**src/rtl/sec_encoder_stream.sv**
```systemverilog
// sec_encoder_stream
// Streaming SEC check-bit generator for the 32-data/8-check corrector.
// Two-stage elastic pipeline: S1 captures the raw word, S2 computes the
// check bits, applies the optional single-bit fault flip and holds the
// 40-bit codeword until downstream takes it.

module sec_encoder_stream #(
  parameter int CNT_W = 16
) (
  input  logic             clk,
  input  logic             rst,
  input  logic             in_valid,
  output logic             in_ready,
  input  logic [31:0]      in_data,
  input  logic             in_inj_en,
  input  logic [5:0]       in_inj_pos,
  output logic             out_valid,
  input  logic             out_ready,
  output logic [31:0]      out_data,
  output logic [7:0]       out_check,
  output logic [CNT_W-1:0] word_cnt,
  output logic [CNT_W-1:0] inj_cnt
);

  // Data-bit coverage of each check bit; every mask selects 12 bits and
  // every data bit appears in exactly three masks with a unique pattern,
  // which is what lets the corrector locate a single flipped bit.
  localparam logic [31:0] MASK_C0 = 32'h00FF_1111;
  localparam logic [31:0] MASK_C1 = 32'hFF00_2222;
  localparam logic [31:0] MASK_C2 = 32'h0F0F_4444;
  localparam logic [31:0] MASK_C3 = 32'hF0F0_8888;
  localparam logic [31:0] MASK_C4 = 32'h1111_00FF;
  localparam logic [31:0] MASK_C5 = 32'h2222_FF00;
  localparam logic [31:0] MASK_C6 = 32'h4444_0F0F;
  localparam logic [31:0] MASK_C7 = 32'h8888_F0F0;

  // Codeword bit positions 40 and above mean "no flip".
  localparam logic [5:0] CW_BITS = 6'd40;

  function automatic logic [7:0] gen_check(input logic [31:0] d);
    logic [7:0] c;
    c[0] = ^(d & MASK_C0);
    c[1] = ^(d & MASK_C1);
    c[2] = ^(d & MASK_C2);
    c[3] = ^(d & MASK_C3);
    c[4] = ^(d & MASK_C4);
    c[5] = ^(d & MASK_C5);
    c[6] = ^(d & MASK_C6);
    c[7] = ^(d & MASK_C7);
    return c;
  endfunction

  logic        s1_v;
  logic [31:0] s1_data;
  logic        s1_inj_en;
  logic [5:0]  s1_inj_pos;

  logic        s2_v;
  logic [31:0] s2_data;
  logic [7:0]  s2_check;
  logic        s2_inj;

  logic        s2_load;
  logic        s1_load;
  logic        s2_apply;
  logic [39:0] s2_flip;
  logic [39:0] s2_next;
  logic        out_fire;

  // Ready chain: a stage can take new contents when empty or draining now.
  always_comb begin
    s2_load  = !s2_v || out_ready;
    s1_load  = !s1_v || s2_load;
    in_ready = s1_load;
    out_fire = s2_v && out_ready;
  end

  // Check bits come from the clean data; the fault flip is applied on top.
  always_comb begin
    s2_flip  = 40'd0;
    s2_apply = s1_inj_en && (s1_inj_pos < CW_BITS);
    if (s2_apply) begin
      s2_flip = 40'd1 << s1_inj_pos;
    end
    s2_next = {gen_check(s1_data), s1_data} ^ s2_flip;
  end

  // Stage 1: capture the incoming word and its injection request.
  always_ff @(posedge clk or posedge rst) begin
    if (rst) begin
      s1_v       <= 1'b0;
      s1_data    <= 32'd0;
      s1_inj_en  <= 1'b0;
      s1_inj_pos <= 6'd0;
    end else if (s1_load) begin
      s1_v <= in_valid;
      if (in_valid) begin
        s1_data    <= in_data;
        s1_inj_en  <= in_inj_en;
        s1_inj_pos <= in_inj_pos;
      end
    end
  end

  // Stage 2: hold the finished codeword until the output transfer.
  always_ff @(posedge clk or posedge rst) begin
    if (rst) begin
      s2_v     <= 1'b0;
      s2_data  <= 32'd0;
      s2_check <= 8'd0;
      s2_inj   <= 1'b0;
    end else if (s2_load) begin
      s2_v <= s1_v;
      if (s1_v) begin
        s2_data  <= s2_next[31:0];
        s2_check <= s2_next[39:32];
        s2_inj   <= s2_apply;
      end
    end
  end

  // Transfer counters, wrapping naturally at the counter width.
  always_ff @(posedge clk or posedge rst) begin
    if (rst) begin
      word_cnt <= '0;
      inj_cnt  <= '0;
    end else if (out_fire) begin
      word_cnt <= word_cnt + 1'b1;
      if (s2_inj) begin
        inj_cnt <= inj_cnt + 1'b1;
      end
    end
  end

  assign out_valid = s2_v;
  assign out_data  = s2_data;
  assign out_check = s2_check;

endmodule

```
**config.mk**
```make
export PLATFORM = sky130hd
export DESIGN_NAME = sec_encoder_stream
export DESIGN_NICKNAME = d
export VERILOG_FILES = /design/src/rtl/sec_encoder_stream.sv
export SDC_FILE = /design/constraint.sdc
export NUM_CORES = 1
export LEC_CHECK = 0
export ABC_AREA = 1
export CORE_UTILIZATION = 54
export CTS_CLUSTER_SIZE = 25
export DETAILED_ROUTE_END_ITERATION = 16
export PLACE_DENSITY_LB_ADDON = 0.05
export RECOVER_POWER = 25
export SLEW_MARGIN = 10
export SYNTH_ARGS = -nofsm -noshare
export SYNTH_HDL_FRONTEND = slang
export SYNTH_SLANG_ARGS = --single-unit
```
**constraint.sdc**
```tcl
create_clock -name clk -period 4.2 [get_ports clk]
set_input_delay 0.63 -clock clk [delete_from_list [all_inputs] [get_ports clk]]
set_output_delay 0.63 -clock clk [all_outputs]
set_load 0.05 [all_outputs]
```
==> results of run 1 <==
-- path summary, 6_finish.rpt --
check	start	endpoint	slack [ns]	depth (start not counted)
setup reg to reg	out_valid$_DFFE_PP0P_	inj_cnt[13]$_DFFE_PP0P_	1.98	8
setup / recovery	out_ready	in_ready	1.39	4
max in group asynchronous	rst	out_data[4]$_DFFE_PP0P_	1.88	3
hold / removal	out_check[5]$_DFFE_PP0P_	out_check[5]$_DFFE_PP0P_	0.48	2
min in group asynchronous	rst	word_cnt[0]$_DFFE_PP0P_	1.20	2
hold reg to reg	out_check[5]$_DFFE_PP0P_	out_check[5]$_DFFE_PP0P_	0.48	2
-- state kept, by name, summed over array words and instances (netlist names) --
register	flops
out_valid	1
s1_inj_pos	6
inj_cnt	16
s1_inj_en	1
out_data	32
s2_inj	1
s1_v	1
word_cnt	16
out_check	8
s1_data	32
-- tightest hold or removal path, delay by kind of cell (launching register included) --
family,cells,cell delay (ns)
flops,1,0.34
simple gates,2,0.10
-- power breakdown --
part	internal [mW]	switching (mW)
logic	0.675	1.43
registers	1.34	0.257
clock network	0.859	0.496
-- cell type report --
class | count | area share (%)
Clock buffer | 28 | 6.30
Clock inverter | 4 | 0.235
Inverter | 115 | 5.08
Multi-Input combinational cell | 708 | 38.4
Sequential cell | 114 | 33.5
Tap cell | 168 | 2.47
Timing Repair Buffer | 121 | 14.0
-- cells by family after synthesis --
logic type,count (synthesis),share of synthesized area [%]
flops,114,42.1
fa+ha+maj,2,0.369
mux,1,0.166
simple gates,555,34.6
xor+xnor,46,5.94
compound gates,104,8.34
buf+inv,146,8.58
-- placed cells by master, fill, tap and decap left out, types with 5 or more instances in the layout --
master,instances
nand2_1,333
nor2_1,120
dfrtp_1,114
clkdlybuf4s50_1,114
inv_1,108
nand3_1,70
a21oi_1,43
o21ai_0,29
a31oi_1,26
xor2_1,25
xnor2_1,21
clkbuf_16,17
nand4_1,13
nor3_1,7
clkbuf_8,7
inv_2,6
o31ai_1,5
clkbuf_1,5
-- stage by stage --
stage	hold slack, ns	area, um2
2_1_floorplan	0.453	6780
3_3_place_gp	0.465	8050
3_5_place_dp	0.467	8050
4_1_cts	0.480	8610
5_1_grt	0.495	8520
6_report	0.476	8520
-- metal layers --
metal / share of wire, % / GRT usage (%) / vias to the layer above
met1: 43 / 38.9 / 3036
met4: 3.1 / 13.1 / 0
met5: 0 / 0 / -
met2: 47 / 49.7 / 243
met3: 6.2 / 6.88 / 37
li1: - / - / 3250
==> metrics.yaml, run 1 <==
syn_area_per_cell_um2: 7.01
yosysSeqAreaShare_pct: 42.1
clk_latency_ns: 0.42
grt_pass1_vias: 6152
yosysMostFrequentCell: "nand2_1"
synth_edf_count: 0
post_cts_buffers: 0
path_clk_slew_ns: 0.05
drive_above_1_share_pct: 4.77
final_cells: 1258
cp.buffers_inverters: 3
async_flop_share_pct: 100
dpl.cell_count: 1226
h-tree-depth: 4
grt_antenna_before_repair: 0
io_pins: 117
worst_pin_slew_ns: 1.70
setup_tns_ns: 0
hold_viol: 0
ctsHoldBuffers: 0
wl_per_cell_um: 14.8
crit_slowest_cell: "clkdlybuf4s50_1"
netlist_top_cells_area: "dfrtp_1 42%, nand2_1 18%, nor2_1 6.3%"
finalCriticalPeriod_ns: 2.81
worstSetupPathType: "in2out"
cp_slowest_stage_delay_ns: 0.82
routed_wl_mm: 18.6
cts_tree: "built"
rows: 40
cts_resized: 0
die_h_um: 114
fin_util_pct: 70.3
p_per_area_mw_per_mm2: 593
totalPowerFinal_mw: 5.05
area_delta_synth_final_pct: 25.6
yosys.area.top_type_share_pct: 42.1
worst_clock_skew_ns: 0.00831
clk_path_buf_depth: 2
rsz0062_at_grt: "no"
max_cap_viol_count: 1
portBuffers: 116
layout_setup_ws_ns: 1.39
maxSlewViolCount: 80
grt_usage_pct: 30.4
path_cells: "dlygate4sd3_1 -> inv_1 -> nand3_1 -> clkdlybuf4s50_1"
postRouteAntennaNets: 0
start_kind: "input pin"
dr.pass1.iters: 5
ys_top_cells_by_count: "331 x nand2_1, 114 x dfrtp_1, 114 x nor2_1"
crit_family: "buffers and inverters"
start_util_pct: 56.0
grt.overflow.total: 0
period_share_pct: 66.9
synth_cell_types: 29
ys_warn_count: 0
yosysTopAreaCell: "dfrtp_1"
vias: 6566
clock_sinks: 114
crit_fanout: 3
dieWidth_um: 114
core_mm2: 0.0121
syn-num-nets: 1013
numCtsBuffers: 17
worstPathArrival_ns: 2.18
fmax_mhz: 356
violations: "max-capacitance violations, max-slew violations"
end_kind: "primary output"
drc: 0
dieArea_mm2: 0.0130
dp_slack_ns: 1.40
fin_nets: 1122
grt_pass1_wl_mm: 30.1
hp-class: "reg2reg"
ys.flop_type: "dfrtp_1"
syn-cell-area_mm2: 0.00678
drt_iter0_markers: 580
root_buffer: "clkbuf_16"
p_leak_nw: 4.28
hpwl_mm: 13.3
n_antenna_cell: 0
max_slew_margin_pct: -13.5
gp_congestion: 0.951
ys_seq_elements: 114
irDropWorstVdd_mv: 0.456
multiInputGateArea_mm2: 0.00327
setup_viol: 0
grt_max_degree: 80
viasPerCell: 5.22
nFillCells: 1040
cp.required_ns: 3.57
synthCells: 968
status: "finished with violations"
seqCellArea_mm2: 0.00285
Note: power is estimated with default switching activity, not from simulation.
==> run 2, diff against run 1 <==
Clock period 4.2 ns to 2.9 ns, I/O delays scaled along.
==> run 2 against run 1 <==
Effect of this change: the run still ends with max-capacitance violations, max-slew violations left; highest routed layer unchanged; final area increased by 2.6%; register-to-register slack worse by 0.97 ns; global-route usage shrank 1.1 points; combinational power grew 46%; setup slack worse by 0.93 ns; critical endpoint unchanged.
==> metrics.yaml, run 2 (synthesis gave the netlist of run 1 again) <==
status: "finished with violations"
violations: "max-capacitance violations, max-slew violations"
dieWidth_um: 114  # unchanged
setup_viol: 0  # unchanged
drive_above_1_share_pct: 6.13  # +1.4 points
reg2reg_from: "s1_inj_pos[3]$_DFFE_PP0P_"
routed_wl_mm: 18.1  # -2.9%
clock_sinks: 114  # unchanged
grt_usage_pct: 29.4  # -1.1 points
post_cts_buffers: 0  # unchanged
area_delta_synth_final_pct: 28.8
dieArea_mm2: 0.0130  # unchanged
grt_antenna_before_repair: 0  # unchanged
finalCriticalPeriod_ns: 2.44
irDropWorstVdd_mv: 0.604  # +32%
dr.pass1.iters: 5  # unchanged
clk_path_buf_depth: 2  # unchanged
hold_viol: 0  # unchanged
cp.required_ns: 2.47  # -1.10 ns
period_share_pct: 84.0
reg2reg_slack_ns: 1.01  # -0.97 ns
max_slew_margin_pct: -1.13  # +12 points
grt.overflow.total: 0  # unchanged
maxSlewViolCount: 62  # -23%
viasPerCell: 5.22  # about the same
postRouteAntennaNets: 0  # unchanged
path_clk_slew_ns: 0.06  # about the same
grt_max_degree: 62  # -23%
fin_nets: 1125  # +0.27%
layout_setup_ws_ns: 0.463  # -0.926 ns
portBuffers: 116  # unchanged
h-tree-depth: 4  # unchanged
layout_common_cells: "331 x nand2_1, 114 x nor2_1, 114 x dfrtp_1, 114 x clkdlybuf4s50_1, 108 x inv_1"
max_cap_viol_count: 1  # unchanged
worst_pin_slew_ns: 1.52  # -0.186 ns
totalPowerFinal_mw: 7.76  # +54%
io_pins: 117  # unchanged
fmax_mhz: 410
final_cells: 1261  # +0.24%
setup_tns_ns: 0  # unchanged
end_kind: "primary output"
p_leak_nw: 4.36  # +1.8%
ff2ff_path_depth: 10  # +2
p_per_area_mw_per_mm2: 888  # +50%
gp_congestion: 0.949  # -0.16%
clk_latency_ns: 0.42  # about the same
dp_slack_ns: 0.472  # -0.928 ns
cts_resized: 0  # unchanged
drc: 0  # unchanged
core_mm2: 0.0121  # unchanged
crit_fanout: 3  # unchanged
die_h_um: 114  # unchanged
worstSetupPathType: "in2out"
wl_per_cell_um: 14.3  # -3.2%
rows: 40  # unchanged
dpl.cell_count: 1229  # +0.24%
start_util_pct: 56.0  # unchanged
numCtsBuffers: 17  # unchanged
layout_commonest_cell: "nand2_1"
vias: 6588  # +0.34%
worstPathArrival_ns: 2.00  # -0.18 ns
hp-class: "in2async"
grt_pass1_vias: 6076  # -1.2%
cts_tree: "built"
hpwl_mm: 13.1  # -1.4%
ctsHoldBuffers: 0  # unchanged
worst_clock_skew_ns: 0.0107  # +0.00239 ns
r2r-end: "out_check[6]$_DFFE_PP0P_"
drt_iter0_markers: 518  # -11%
n_antenna_cell: 0  # unchanged
start_kind: "input pin"
grt_pass1_wl_mm: 29.2  # -3.0%
root_buffer: "clkbuf_16"
rsz0062_at_grt: "no"
## run 2: power breakdown
group | internal [mW] | switching, mW
logic | 0.995 | 2.08
registers | 1.94 | 0.365
clock network | 1.63 | 0.758
total | 4.56 | 3.20
## run 2: how the worst max path moves through the flow
stage / slack [ns] / end / start
global route: 0.26 / out_data[9]$_DFFE_PP0P_ / rst
global placement: 0.49 / in_ready / out_ready
finish: 0.46 / in_ready / out_ready
CTS: 0.46 / in_ready / out_ready
detailed placement: 0.47 / in_ready / out_ready
floorplan: 0.73 / s1_data[3]$_DFFE_PP0P_ / out_valid$_DFFE_PP0P_
## run 2: area by class of cell
| type | instances | area (um2) |
|---|---|---|
| Timing Repair Buffer | 124 | 1220 |
| Fill cell | 1020 | 3370 |
| Clock buffer | 18 | 439 |
| Multi-Input combinational cell | 708 | 3340 |
| Sequential cell | 114 | 2850 |
| Tap cell | 168 | 210 |
| Clock inverter | 14 | 235 |
| Inverter | 115 | 435 |
## run 2: worst max-delay path, stage by stage
cell and delay (ns):
dlygate4sd3_1 0.54, inv_1 0.06, nand3_1 0.14, clkdlybuf4s50_1 0.83
## run 2: per-stage QoR
step,util (%),area (um2),hold WS [ns]
final,72.2,8740,0.475
after global routing,72.2,8740,0.502
after CTS,72.4,8770,0.322
after detailed placement,66.9,8100,0.467
after global placement,66.9,8100,0.464
after floorplan,-,6790,0.453
## run 2: per-layer routing
layer / wire [um] / part of all wire, % / GRT usage [%] / vias to the layer above
li1: - / - / - / 3270
met3: 1080 / 6.0 / 5.88 / 50
met1: 7680 / 42 / 36.4 / 3011
met2: 8550 / 47 / 47.7 / 257
met4: 770 / 4.3 / 17.4 / 0
met5: 0 / 0 / 0 / -
